--- src/rtl/subneg_pkg.sv ---
// -----------------------------------------------------------------------------
// subneg_pkg
// Shared definitions for the subneg external memory bus sequencer:
//   membus_state_t : sequencer state encoding
//   BUS_DRIVE/FLOAT: pad output-enable patterns
//   PORT_CPU/LD    : requester indices used by the arbiter and grant mux
//   WAIT_W         : width of the strobe wait down-counter
// -----------------------------------------------------------------------------
package subneg_pkg;

   localparam int          WAIT_W    = 4;
   localparam logic [7:0]  BUS_DRIVE = 8'hFF;
   localparam logic [7:0]  BUS_FLOAT = 8'h00;
   localparam logic        PORT_CPU  = 1'b0;
   localparam logic        PORT_LD   = 1'b1;

   typedef enum logic [2:0] {
      ST_IDLE      = 3'd0,
      ST_ADDR      = 3'd1,
      ST_LATCH     = 3'd2,
      ST_RD        = 3'd3,
      ST_WR_SETUP  = 3'd4,
      ST_WR_STROBE = 3'd5,
      ST_WR_HOLD   = 3'd6,
      ST_DONE      = 3'd7
   } membus_state_t;

   // Load value for the strobe down-counter: strobe lasts wait_cycles+1 cycles.
   function automatic logic [WAIT_W-1:0] wait_load(input int wait_cycles);
      return wait_cycles[WAIT_W-1:0];
   endfunction

endpackage

--- src/rtl/subneg_membus_arb.sv ---
// -----------------------------------------------------------------------------
// subneg_membus_arb
// Two-input arbiter for the memory bus (CPU port and loader port).
// Optional macro SUBNEG_MEMBUS_RR_EN selects round-robin arbitration;
// without it the loader has fixed priority.
// Ports:
//   clk, rst_n     : clock, async active-low reset
//   i_req[1:0]     : requests, indexed by PORT_CPU / PORT_LD
//   i_take         : sequencer accepts the grant this cycle
//   o_gnt          : granted port index (valid when o_gnt_valid)
//   o_gnt_valid    : at least one request pending
// -----------------------------------------------------------------------------
module subneg_membus_arb
   import subneg_pkg::*;
(
   input  logic       clk,
   input  logic       rst_n,
   input  logic [1:0] i_req,
   input  logic       i_take,
   output logic       o_gnt,
   output logic       o_gnt_valid
);

`ifdef SUBNEG_MEMBUS_RR_EN
   // Last-served port; reset to loader so the first contention goes to the CPU.
   logic r_last;

   always_ff @(posedge clk or negedge rst_n) begin
      if (!rst_n) begin
         r_last <= PORT_LD;
      end else if (i_take && o_gnt_valid) begin
         r_last <= o_gnt;
      end
   end
`endif

   always_comb begin
      o_gnt_valid = |i_req;
      o_gnt       = PORT_CPU;
`ifdef SUBNEG_MEMBUS_RR_EN
      if (i_req[PORT_CPU] && i_req[PORT_LD]) begin
         o_gnt = ~r_last;
      end else if (i_req[PORT_LD]) begin
         o_gnt = PORT_LD;
      end
`else
      if (i_req[PORT_LD]) begin
         o_gnt = PORT_LD;
      end
`endif
   end

endmodule

--- src/rtl/subneg_membus_ctrl.sv ---
// -----------------------------------------------------------------------------
// subneg_membus_ctrl
// Sequencer and two-port arbiter for the subneg core's multiplexed 8-bit
// memory bus (external address latch + SRAM). Turns single-word requests
// from the CPU port and the loader port into ADDR -> LATCH -> OE/WE cycles.
// Optional macro SUBNEG_MEMBUS_RR_EN: round-robin arbitration (default is
// fixed loader priority).
// Parameter: WAIT_CYCLES (0..15) extra cycles MOE/MWE stay asserted.
// Ports:
//   clk, rst_n                      : clock, async active-low reset
//   cpu_req/we/addr/wdata/ack/rdata : CPU request port
//   ld_req/we/addr/wdata/ack/rdata  : loader/debug request port
//   bus_in, bus_out, bus_oe         : uio pad data in/out and enable
//   le, moe, mwe                    : latch enable, memory OE, memory WE
//   busy                            : sequencer not idle
//   owner_ld                        : loader owns current transaction
// All outputs are registered.
//
// state        | meaning
// -------------+-------------------------------------------------------
// ST_IDLE      | bus floated, waiting for a request, arbitrate
// ST_ADDR      | address driven, LE high
// ST_LATCH     | LE low, address held for latch hold time
// ST_RD        | bus floated, MOE high for WAIT_CYCLES+1 cycles
// ST_WR_SETUP  | write data driven, MWE low
// ST_WR_STROBE | MWE high for WAIT_CYCLES+1 cycles
// ST_WR_HOLD   | MWE low, data held one cycle
// ST_DONE      | owner ack pulse, bus floated
// -----------------------------------------------------------------------------
module subneg_membus_ctrl
   import subneg_pkg::*;
#(
   parameter int WAIT_CYCLES = 1
) (
   input  logic       clk,
   input  logic       rst_n,
   input  logic       cpu_req,
   input  logic       cpu_we,
   input  logic [7:0] cpu_addr,
   input  logic [7:0] cpu_wdata,
   output logic       cpu_ack,
   output logic [7:0] cpu_rdata,
   input  logic       ld_req,
   input  logic       ld_we,
   input  logic [7:0] ld_addr,
   input  logic [7:0] ld_wdata,
   output logic       ld_ack,
   output logic [7:0] ld_rdata,
   input  logic [7:0] bus_in,
   output logic [7:0] bus_out,
   output logic [7:0] bus_oe,
   output logic       le,
   output logic       moe,
   output logic       mwe,
   output logic       busy,
   output logic       owner_ld
);

   localparam logic [WAIT_W-1:0] W_LOAD = wait_load(WAIT_CYCLES);

   membus_state_t     r_state;
   logic [WAIT_W-1:0] r_cnt;
   logic              r_we;
   logic [7:0]        r_wdata;
   logic              r_owner_ld;
   logic [7:0]        r_bus_out;
   logic [7:0]        r_bus_oe;
   logic              r_le;
   logic              r_moe;
   logic              r_mwe;
   logic              r_busy;
   logic              r_cpu_ack;
   logic              r_ld_ack;
   logic [7:0]        r_cpu_rdata;
   logic [7:0]        r_ld_rdata;

   logic [1:0]        w_req;
   logic              w_take;
   logic              w_gnt;
   logic              w_gnt_valid;
   logic              w_sel_we;
   logic [7:0]        w_sel_addr;
   logic [7:0]        w_sel_wdata;

   assign w_req  = {ld_req, cpu_req};
   assign w_take = (r_state == ST_IDLE);

   subneg_membus_arb u_arb (
      .clk         (clk),
      .rst_n       (rst_n),
      .i_req       (w_req),
      .i_take      (w_take),
      .o_gnt       (w_gnt),
      .o_gnt_valid (w_gnt_valid)
   );

   assign w_sel_we    = (w_gnt == PORT_LD) ? ld_we    : cpu_we;
   assign w_sel_addr  = (w_gnt == PORT_LD) ? ld_addr  : cpu_addr;
   assign w_sel_wdata = (w_gnt == PORT_LD) ? ld_wdata : cpu_wdata;

   // Each branch sets the outputs for the state being entered, so every
   // pin is a flop and nothing from req reaches the pads combinationally.
   always_ff @(posedge clk or negedge rst_n) begin
      if (!rst_n) begin
         r_state     <= ST_IDLE;
         r_cnt       <= '0;
         r_we        <= 1'b0;
         r_wdata     <= 8'h00;
         r_owner_ld  <= 1'b0;
         r_bus_out   <= 8'h00;
         r_bus_oe    <= BUS_FLOAT;
         r_le        <= 1'b0;
         r_moe       <= 1'b0;
         r_mwe       <= 1'b0;
         r_busy      <= 1'b0;
         r_cpu_ack   <= 1'b0;
         r_ld_ack    <= 1'b0;
         r_cpu_rdata <= 8'h00;
         r_ld_rdata  <= 8'h00;
      end else begin
         r_cpu_ack <= 1'b0;
         r_ld_ack  <= 1'b0;
         case (r_state)
            ST_IDLE: begin
               if (w_gnt_valid) begin
                  r_owner_ld <= (w_gnt == PORT_LD);
                  r_we       <= w_sel_we;
                  r_wdata    <= w_sel_wdata;
                  r_bus_out  <= w_sel_addr;
                  r_bus_oe   <= BUS_DRIVE;
                  r_le       <= 1'b1;
                  r_busy     <= 1'b1;
                  r_state    <= ST_ADDR;
               end
            end
            ST_ADDR: begin
               r_le    <= 1'b0;
               r_state <= ST_LATCH;
            end
            ST_LATCH: begin
               if (r_we) begin
                  r_bus_out <= r_wdata;
                  r_state   <= ST_WR_SETUP;
               end else begin
                  // Release the pads in the same edge MOE rises so the
                  // SRAM never drives against us.
                  r_bus_oe <= BUS_FLOAT;
                  r_moe    <= 1'b1;
                  r_cnt    <= W_LOAD;
                  r_state  <= ST_RD;
               end
            end
            ST_RD: begin
               if (r_cnt == '0) begin
                  r_moe <= 1'b0;
                  if (r_owner_ld) begin
                     r_ld_rdata <= bus_in;
                     r_ld_ack   <= 1'b1;
                  end else begin
                     r_cpu_rdata <= bus_in;
                     r_cpu_ack   <= 1'b1;
                  end
                  r_state <= ST_DONE;
               end else begin
                  r_cnt <= r_cnt - 1'b1;
               end
            end
            ST_WR_SETUP: begin
               r_mwe   <= 1'b1;
               r_cnt   <= W_LOAD;
               r_state <= ST_WR_STROBE;
            end
            ST_WR_STROBE: begin
               if (r_cnt == '0) begin
                  r_mwe   <= 1'b0;
                  r_state <= ST_WR_HOLD;
               end else begin
                  r_cnt <= r_cnt - 1'b1;
               end
            end
            ST_WR_HOLD: begin
               r_bus_oe <= BUS_FLOAT;
               if (r_owner_ld) begin
                  r_ld_ack <= 1'b1;
               end else begin
                  r_cpu_ack <= 1'b1;
               end
               r_state <= ST_DONE;
            end
            ST_DONE: begin
               r_busy  <= 1'b0;
               r_state <= ST_IDLE;
            end
            default: begin
               r_bus_oe <= BUS_FLOAT;
               r_le     <= 1'b0;
               r_moe    <= 1'b0;
               r_mwe    <= 1'b0;
               r_busy   <= 1'b0;
               r_state  <= ST_IDLE;
            end
         endcase
      end
   end

   assign bus_out   = r_bus_out;
   assign bus_oe    = r_bus_oe;
   assign le        = r_le;
   assign moe       = r_moe;
   assign mwe       = r_mwe;
   assign busy      = r_busy;
   assign owner_ld  = r_owner_ld;
   assign cpu_ack   = r_cpu_ack;
   assign ld_ack    = r_ld_ack;
   assign cpu_rdata = r_cpu_rdata;
   assign ld_rdata  = r_ld_rdata;

endmodule

--- config.mk ---
export PLATFORM = sky130hd
export DESIGN_NAME = subneg_membus_ctrl
export DESIGN_NICKNAME = d
export VERILOG_FILES = /design/src/rtl/subneg_pkg.sv /design/src/rtl/subneg_membus_arb.sv /design/src/rtl/subneg_membus_ctrl.sv
export SDC_FILE = /design/constraint.sdc
export NUM_CORES = 1
export LEC_CHECK = 0
export CORE_AREA = 4 4 83 85
export CTS_CLUSTER_SIZE = 30
export DETAILED_ROUTE_END_ITERATION = 7
export DIE_AREA = 0 0 87 89
export PLACE_DENSITY_LB_ADDON = 0.1
export SLEW_MARGIN = 5
export SYNTH_ARGS = -nofsm -noshare
export SYNTH_HDL_FRONTEND = slang
export SYNTH_HIERARCHICAL = 1
export SYNTH_SLANG_ARGS = --single-unit
export TNS_END_PERCENT = 1
--- constraint.sdc ---
create_clock -name clk -period 2.75 [get_ports clk]
set_input_delay 0.4125 -clock clk [delete_from_list [all_inputs] [get_ports clk]]
set_output_delay 0.4125 -clock clk [all_outputs]
set_load 0.02 [all_outputs]
==> impl_metrics.toml, run 1 <==
[worst_setup_path]
slowest_delay_ns = 0.51
worstPathCellList = "inv_1, ha_1, or3b_1, nor4_4, mux2_2"
cpLargestDelayFamily = "simple AND/OR/NAND/NOR gates"
path_buf_inv = 1
critPathCaptureType = "register"
critPathKind = "reg2reg"
crit_fanout = 8
crit_path_top_delay_cell = "nor4_4"
r2r_setup_slack_ns = 0.54
cp.arrival_ns = 2.40
crit_required_ns = 2.94
startpoint_type = "register"

[status]
outcome = "finished, final reports clean"

[die]
dieArea_mm2 = 0.007743
core-area_mm2 = 0.006205
start_util_pct = 38.48
die_h_um = 89
ios = 85
die_w_um = 87
rows = 29

[drt]
wire_per_inst_um = 14.12
vias_per_cell = 5.005
drc = 0
wl_um = 5491
drt_iter0_markers = 73
num_vias = 1947
first_pass_iters = 4
antenna_left = 0

[clock_tree]
cts.sinks = 48
clk_latency_ns = 0.30
cts_resized = 0
cts_buffers = 5
post_cts.repair.setup_buffers = 0
clock_path_buffers = 2
cts_tree = "done"
cts.htree.levels = 2
clock_tree.root_cell = "clkbuf_8"
clk_pin_slew_worst_paths_ns = 0.09

[sta]
maxSlewViolCount = 0
setup_viol = 0
fmax_mhz = 452.6
fin_setup_tns_ns = 0
hold_slack_ns = 0.4828
hold_violations = 0
setup_ws_ns = 0.5406
rsz0062_at_grt = "false"
post-route-period-util_pct = 80.34
worst_pin_slew_ns = 0.5214
fin_skew_ns = 0.004928
slew_headroom_pct = 64.98
period_needed_ns = 2.209

[global_route]
antenna_found_initial = 0
grt_max_degree = 26
grt_pass1_vias = 1795
grt_pass1_wl_um = 8652
grt_overflow = 0
grt.total_usage_pct = 14.22

[power]
leakagePower_nw = 1.455
p_per_area_mw_per_mm2 = 1105
total_power_mw = 3.745
vdd_drop_max_mv = 0.5740

[placement]
hpwl_um = 4109
dp.cells = 380
portBuffers = 84
dp_slack_ns = 0.5058
routabilityCongestion = 0.7569

[final_layout]
nNetsFinal = 359
diodes = 0
drive_above_1_share_pct = 11.86
layoutNonFillerInstCount = 389
syn2layout_area_growth_pct = 41.98

[hold_path]
min_path_type = "reg2reg"

[logic_synthesis]
syn_inst = 233
syn_avg_cell_area_um2 = 10.25
yosysWarnings = 6
synthesis.nets = 281
syn-cell-area_mm2 = 0.002387

[run]
cap_violations = 0
[final cells by class]
type,instances,area (µm²)
multi-input combinational,158,1056
sequential,48,1201
timing repair buffer,92,898.4
clock inverter,3,46.29
tap,77,96.34
inverter,6,22.52
clock buffer,5,68.82
fill,551,2815
[stage by stage]
stage	utilization, %	area, µm²
5_1_grt	54.63	3390
2_1_floorplan	-	2387
3_5_place_dp	52.61	3264
4_1_cts	54.63	3390
6_report	54.63	3390
3_3_place_gp	52.61	3264
[worst min-delay path: stages (launching register included)]
cell,delay [ns]
dfrtp_1,0.35
nand2_1,0.04
o21ai_0,0.06
[sequential cells by signal, summed over array words and instances (netlist names)]
| signal | cells |
|---|---|
| r_wdata | 8 |
| r_state | 3 |
| busy | 1 |
| cpu_ack | 1 |
| ld_rdata | 8 |
| mwe | 1 |
| owner_ld | 1 |
| bus_oe | 1 |
| ld_ack | 1 |
| moe | 1 |
| bus_out | 8 |
| r_cnt | 4 |
| r_we | 1 |
| le | 1 |
| cpu_rdata | 8 |
[repair_timing]
| item | 4_1_cts | 5_1_grt |
|---|---|---|
| hold buffers | 1 | 0 |
| hold endpoints to repair | 9 | 0 |
| endpoints found under the setup margin | 0 | 0 |
[path summary, 6_finish.rpt]
| check | startpoint | end | cells past startpoint |
|---|---|---|---|
| max | r_cnt[0]$_DFFE_PN0P_ | cpu_rdata[6]$_DFFE_PN0P_ | 5 |
| min | bus_out[3]$_DFFE_PN0P_ | bus_out[3]$_DFFE_PN0P_ | 2 |
| max reg2reg | r_cnt[0]$_DFFE_PN0P_ | cpu_rdata[6]$_DFFE_PN0P_ | 5 |
| min reg2reg | bus_out[3]$_DFFE_PN0P_ | bus_out[3]$_DFFE_PN0P_ | 2 |
| max in group asynchronous | rst_n | ld_rdata[1]$_DFFE_PN0P_ | 3 |
| min in group asynchronous | rst_n | cpu_rdata[3]$_DFFE_PN0P_ | 2 |
[report_power, final]
part | switching, mW | internal (mW) | leakage (nW)
sequential | 0.281 | 1.03 | 0.568
combinational | 0.973 | 0.937 | 0.832
clock | 0.248 | 0.274 | 0.0548
[routing by layer]
layer | vias to the layer above | routed length [µm] | global-route usage (%) | share of wire [%]
met3 | 6 | 541 | 5.346 | 9.9
met4 | 0 | 56 | 3.824 | 1.0
li1 | 977 | - | - | -
met2 | 66 | 2272 | 19.88 | 41
met5 | - | 0 | 0 | 0
met1 | 898 | 2620 | 20.58 | 48
[cells in the final DEF (no fill, tap or decap), types with 2 or more instances in the layout]
cell type	n
mux2_2	16
o21ai_0	17
nor3_1	4
nand2_1	14
dfrtp_1	48
a21oi_1	21
a211o_1	2
clkdlybuf4s50_1	83
and3_1	2
o22ai_1	2
ha_1	2
o31ai_1	2
nor4_1	2
mux2i_1	17
nand2b_1	4
nor2_1	30
inv_1	5
clkbuf_8	5
buf_4	7
nor3b_1	3
a21o_1	2
No activity file was read; power rests on OpenSTA's default activity.
==> inputs of run 2 (changes only) <==
Clock period 2.75 ns to 2 ns, I/O delays scaled along.
==> run 2 against run 1 <==
Net effect:
- register-to-register slack worse by 0.47 ns
- wire length rose by 4.5%
- worst setup slack got worse by 0.47 ns
- maximum frequency grew 14%
- count of clock-buffer cells in the layout up 1
- sequential share of layout area shrank 0.65 points
- largest power group unchanged
- critical path type unchanged
- sequential power up 33%
- clock skew down 0.0011 ns
- critical endpoint is now r_cnt[3]$_DFFE_PN0P_
==> impl_metrics.toml, run 2 (synthesis results as in run 1) <==
[die]
core-area_mm2 = 0.006205
ios = 85
die_w_um = 87
start_util_pct = 38.48
dieArea_mm2 = 0.007743
rows = 29
die_h_um = 89

[power]
combPwrFrac_pct = 53.8
p_sw_mw = 2.090
seqPwrFrac_pct = 33.0
internal-power_mw = 3.175
p_clk_share_pct = 13.2
leakagePower_nw = 1.498
total_power_mw = 5.266
sw_frac_of_total_pct = 39.70
vdd_drop_max_mv = 0.8392
p_per_area_mw_per_mm2 = 1525

[drt]
num_vias = 1958
antenna_left = 0
first_pass_iters = 4
vias_per_cell = 4.932
drc = 0
wl_um = 5738
wire_per_inst_um = 14.45
drt_iter0_markers = 93

[clock_tree]
clk_latency_ns = 0.30
cts.sinks = 48
cts.htree.levels = 2
cts_buffers = 5
clock_tree.root_cell = "clkbuf_8"
cts_tree = "done"
clk_pin_slew_worst_paths_ns = 0.09
clock_path_buffers = 2

[final_layout]
syn2layout_area_growth_pct = 44.65
final_cell_mix = "83 x clkdlybuf4s50_1, 48 x dfrtp_1, 30 x nor2_1, 21 x a21oi_1"
final_common_cell = "clkdlybuf4s50_1"
fin_area_mm2 = 0.003453
drive_above_1_share_pct = 14.69
diodes = 0
nNetsFinal = 367

[sta]
fmax_mhz = 518.2
fin_skew_ns = 0.003812
fin_setup_tns_ns = 0
post-route-period-util_pct = 96.48
slew_headroom_pct = 65.66
rsz0062_at_grt = "false"
hold_violations = 0
worst_pin_slew_ns = 0.5150
setup_viol = 0
maxSlewViolCount = 0
period_needed_ns = 1.930

[global_route]
grt_pass1_vias = 1889
grt_pass1_wl_um = 9135
grt_overflow = 0
antenna_found_initial = 0
grt_max_degree = 24
grt.total_usage_pct = 15.20

[worst_setup_path]
critPathKind = "reg2reg"
cp.arrival_ns = 2.12
startpoint_type = "register"
crit_required_ns = 2.19
critPathCaptureType = "register"
crit_fanout = 5

[placement]
portBuffers = 84
routabilityCongestion = 0.8308
hpwl_um = 4344
placed_cell_area_mm2 = 0.003317

[run]
cap_violations = 0

[status]
outcome = "finished, final reports clean"

[hold_path]
min_path_type = "reg2reg"
-- run 2: changes by cell type in the layout (fill, tap and decap cells not counted), sizes merged --
cell and change:
buf +8, clkbuf +1, clkinv +1, clkinvlp -1, inv -1
-- run 2: final timing paths --
| check | depth (start not counted) | slack, ns | startpoint | to |
|---|---|---|---|---|
| max in group asynchronous | 3 | 0.91 | rst_n | ld_rdata[4]$_DFFE_PN0P_ |
| min | 2 | 0.49 | bus_out[4]$_DFFE_PN0P_ | bus_out[4]$_DFFE_PN0P_ |
| min in group asynchronous | 2 | 0.51 | rst_n | r_cnt[3]$_DFFE_PN0P_ |
| max | 7 | 0.07 | r_cnt[0]$_DFFE_PN0P_ | r_cnt[3]$_DFFE_PN0P_ |
| min reg2reg | 2 | 0.49 | bus_out[4]$_DFFE_PN0P_ | bus_out[4]$_DFFE_PN0P_ |
| max reg2reg | 7 | 0.07 | r_cnt[0]$_DFFE_PN0P_ | r_cnt[3]$_DFFE_PN0P_ |
-- run 2: stage by stage --
stage | util [%] | hold slack (ns) | worst slack [ns] | cells
final | 55.66 | 0.4878 | 0.07034 | 397
after global routing | 55.66 | 0.4943 | 0.003607 | 397
after CTS | 55.39 | 0.4900 | 0.04314 | 396
after global placement | 53.46 | 0.3019 | 0.01543 | 387
after floorplan | - | 0.004409 | 0.04559 | 233
after detailed placement | 53.46 | 0.3115 | -0.007945 | 387
-- run 2: per-layer routing --
layer | track usage (%) | wire length, µm | up-vias
met3 | 5.253 | 509 | 5
met4 | 4.674 | 54 | 0
met1 | 20.82 | 2684 | 913
met2 | 22.71 | 2490 | 57
li1 | - | - | 983
met5 | 0 | 0 | -
-- run 2: critical path: stages (launching register included) --
cell and delay, ns:
dfrtp_1 0.38, inv_2 0.06, ha_2 0.18, or3b_4 0.28
nor3_1 0.06, a2111o_1 0.43, buf_4 0.16, a211o_1 0.27
-- run 2: cell type report --
cell class,count,area [µm²]
tap,77,96.34
clock inverter,2,35.03
fill,573,2751
inverter,6,22.52
clock buffer,6,72.57
timing repair buffer,100,958.4
sequential,48,1201
multi-input combinational,158,1067
-- run 2: timing repair --
action | 4_1_cts | 5_1_grt
endpoints found under the hold margin | 21 | 0
hold buffers | 1 | 0
resized for setup | 1 | 3
pin swaps | 0 | 1
setup endpoints to repair | 2 | 9
buffers inserted | 0 | 1
-- run 2: power groups by stage --
stage | sequential, mW | clock (mW) | combinational [mW]
floorplan | 2.03 | 0 | 1.37
global placement | 1.75 | 0 | 2.76
detailed placement | 1.75 | 0 | 2.81
CTS | 1.74 | 0.709 | 2.82
global route | 1.80 | 0.759 | 3.11
finish | 1.74 | 0.693 | 2.83
==> inputs of run 3 (changes only) <==
--- a/config.mk
+++ b/config.mk
@@ -6,13 +6,12 @@
 export NUM_CORES = 1
 export LEC_CHECK = 0
-export CORE_AREA = 4 4 83 85
+export CORE_AREA = 4 4 81 83
 export CTS_CLUSTER_SIZE = 30
 export DETAILED_ROUTE_END_ITERATION = 7
-export DIE_AREA = 0 0 87 89
+export DIE_AREA = 0 0 85 87
 export PLACE_DENSITY_LB_ADDON = 0.1
 export SLEW_MARGIN = 5
 export SYNTH_ARGS = -nofsm -noshare
 export SYNTH_HDL_FRONTEND = slang
-export SYNTH_HIERARCHICAL = 1
 export SYNTH_SLANG_ARGS = --single-unit
 export TNS_END_PERCENT = 1
==> constraint.sdc (replaced) <==
create_clock -name clk -period 2 [get_ports clk]
set_input_delay 0.5 -clock clk [delete_from_list [all_inputs] [get_ports clk]]
set_output_delay 0.5 -clock clk [all_outputs]
set_load 0.02 [all_outputs]
==> run 3 against run 2 <==
Net effect:
- combinational power is 8.8% lower
- final area shrank 4.1%
- area after synthesis is 3.6% lower
- non-clock buffer count down 5
- count of clock-buffer cells in the layout fell by 1
- first-iteration DRC count decreased by 38%
- clock power up 0.7%
- maximum frequency grew 0.12%
- utilization is 0.95 points higher
- critical path depth is 6 lower
- total power fell by 5.2%
- critical endpoint is now owner_ld
==> impl_metrics.toml, run 3 <==
[logic_synthesis]
synth_compound_area_share_pct = 12.56
syn_inst = 216
yosysWarnings = 0
synthMuxAreaShare_pct = 16.31
yosysSeqAreaShare_pct = 52.20
yosysMostFrequentCell = "dfrtp_1"
yosys-top-cells-count = "48 x dfrtp_1, 24 x nand2_1, 19 x o21ai_0, 18 x mux2i_1, 16 x mux2_2"
synthFlopType = "dfrtp_1"
ys_ff_latch = 48
synth_xor_area_share_pct = 0
syn-cell-area_mm2 = 0.002301
yosys.area_share.simple_pct = 12.67
synth_top_area_cell = "dfrtp_1"
synth.area.top_cells = "dfrtp_1 52%, mux2i_1 7.8%, mux2_2 7.8%"
synthArstFlopShare_pct = 100.0
synthesis.nets = 263
synth_edf_count = 0
syn_avg_cell_area_um2 = 10.65
ys_types = 33
synthAdderAreaFrac_pct = 0.5438
synth_top_area_share_pct = 52.20
synth_top_family_by_area = "multiplexers"

[clock_tree]
cts.sinks = 48
clock_path_buffers = 2
clock_tree.root_cell = "clkbuf_8"
cts.htree.levels = 2
clk_pin_slew_worst_paths_ns = 0.09
clk_latency_ns = 0.30
cts_tree = "done"
cts_buffers = 5

[drt]
vias_per_cell = 4.848
antenna_left = 0
num_vias = 1823
wire_per_inst_um = 14.13
first_pass_iters = 4
drt_iter0_markers = 58
wl_um = 5314
drc = 0

[final_layout]
final_cell_mix = "83 x clkdlybuf4s50_1, 47 x dfrtp_1, 24 x nand2_1, 19 x o21ai_0, 18 x mux2i_1"
nNetsFinal = 347
drive_above_1_share_pct = 14.62
diodes = 0
fin_util_pct = 56.61
fill_cells = 542
syn2layout_area_growth_pct = 43.94
final_common_cell = "clkdlybuf4s50_1"
fin_area_mm2 = 0.003312

[sta]
fmax_mhz = 518.8
setup_viol = 0
slew_headroom_pct = 57.50
fin_skew_ns = 0.006595
hold_violations = 0
fin_setup_tns_ns = 0
maxSlewViolCount = 0
period_needed_ns = 1.927
post-route-period-util_pct = 96.37
rsz0062_at_grt = "false"
hold_slack_ns = 0.2699
worst_pin_slew_ns = 0.6347
setup_ws_ns = 0.07260

[die]
core-area_mm2 = 0.005851
die_w_um = 85
rows = 28
dieArea_mm2 = 0.007395
die_h_um = 87
start_util_pct = 39.33
ios = 85

[hold_path]
min_path_type = "in2async"

[worst_setup_path]
crit_start = "owner_ld$_DFFE_PN0P_"
reg2reg_from = "r_cnt[0]$_DFFE_PN0P_"
slowest_delay_ns = 0.66
reg2regPathDepth = 6
r2r_setup_slack_ns = 0.17
critPathCaptureType = "primary output"
cp.arrival_ns = 1.43
cpLargestDelayFamily = "buffers and inverters"
crit_path_top_delay_cell = "clkdlybuf4s50_1"
worstPathCellList = "clkdlybuf4s50_1"
crit_required_ns = 1.50
crit_fanout = 6
critPathKind = "reg2out"
path_buf_inv = 1
cp.depth = 1
startpoint_type = "register"

[global_route]
grt.total_usage_pct = 15.09
grt_pass1_wl_um = 8825
grt_max_degree = 49
grt_pass1_vias = 1826
antenna_found_initial = 0
grt_overflow = 0

[status]
outcome = "finished, final reports clean"

[placement]
placed_cell_area_mm2 = 0.003197
dp_slack_ns = -0.2467
hpwl_um = 4002
routabilityCongestion = 0.7314
portBuffers = 84

[power]
leakagePower_nw = 1.435
vdd_drop_max_mv = 0.8023
p_per_area_mw_per_mm2 = 1508

[run]
cap_violations = 0
[run 3: layout make-up]
type                            instances  area, µm²  share of cell area (%)
Tap cell                               75      93.84                   2.833
Sequential cell                        48       1202                   36.31
Clock inverter                          3      42.54                   1.284
Inverter                                4      15.01                  0.4533
Timing Repair Buffer                   95      918.4                   27.73
Multi-Input combinational cell        146      970.9                   29.32
Clock buffer                            5      68.82                   2.078
[run 3: what timing repair did]
action	4_1_cts	5_1_grt
setup endpoints to repair	0	17
gates resized for setup	0	2
setup buffers	0	0
hold buffers	0	0
[run 3: per-stage QoR]
| step | std cells | power, mW |
|---|---|---|
| 2_1_floorplan | 216 | 3.286 |
| 5_1_grt | 376 | 5.382 |
| 6_report | 376 | 4.993 |
| 3_5_place_dp | 368 | 4.327 |
| 3_3_place_gp | 368 | 4.291 |
| 4_1_cts | 376 | 5.043 |
[run 3: path summary, 6_finish.rpt]
kind,to
max,owner_ld
min,bus_out[0]$_DFFE_PN0P_
max reg2reg,cpu_rdata[6]$_DFFE_PN0P_
min reg2reg,bus_out[2]$_DFFE_PN0P_
max in group asynchronous,bus_oe[6]$_DFFE_PN0P_
min in group clk,bus_out[2]$_DFFE_PN0P_
[run 3: power by group]
group | leakage, nW | internal (mW) | switching (mW)
clock network | 0.0541 | 0.370 | 0.328
logic | 0.811 | 1.27 | 1.31
registers | 0.569 | 1.42 | 0.295
[run 3: kinds of logic (layout without fill, tap and decap cells)]
group           Yosys count  in the layout
compound gates           51             51
fa+ha+maj                 1              1
buf+inv                  22            107
flops                    48             48
mux                      35             35
simple gates             59             59
[run 3: metal layers]
metal | track usage (%) | routed length [µm] | up-vias
met5 | 0 | 0 | -
met4 | 4.748 | 39 | 0
met3 | 3.690 | 337 | 4
met2 | 22.60 | 2506 | 54
met1 | 21.58 | 2430 | 852
li1 | - | - | 913
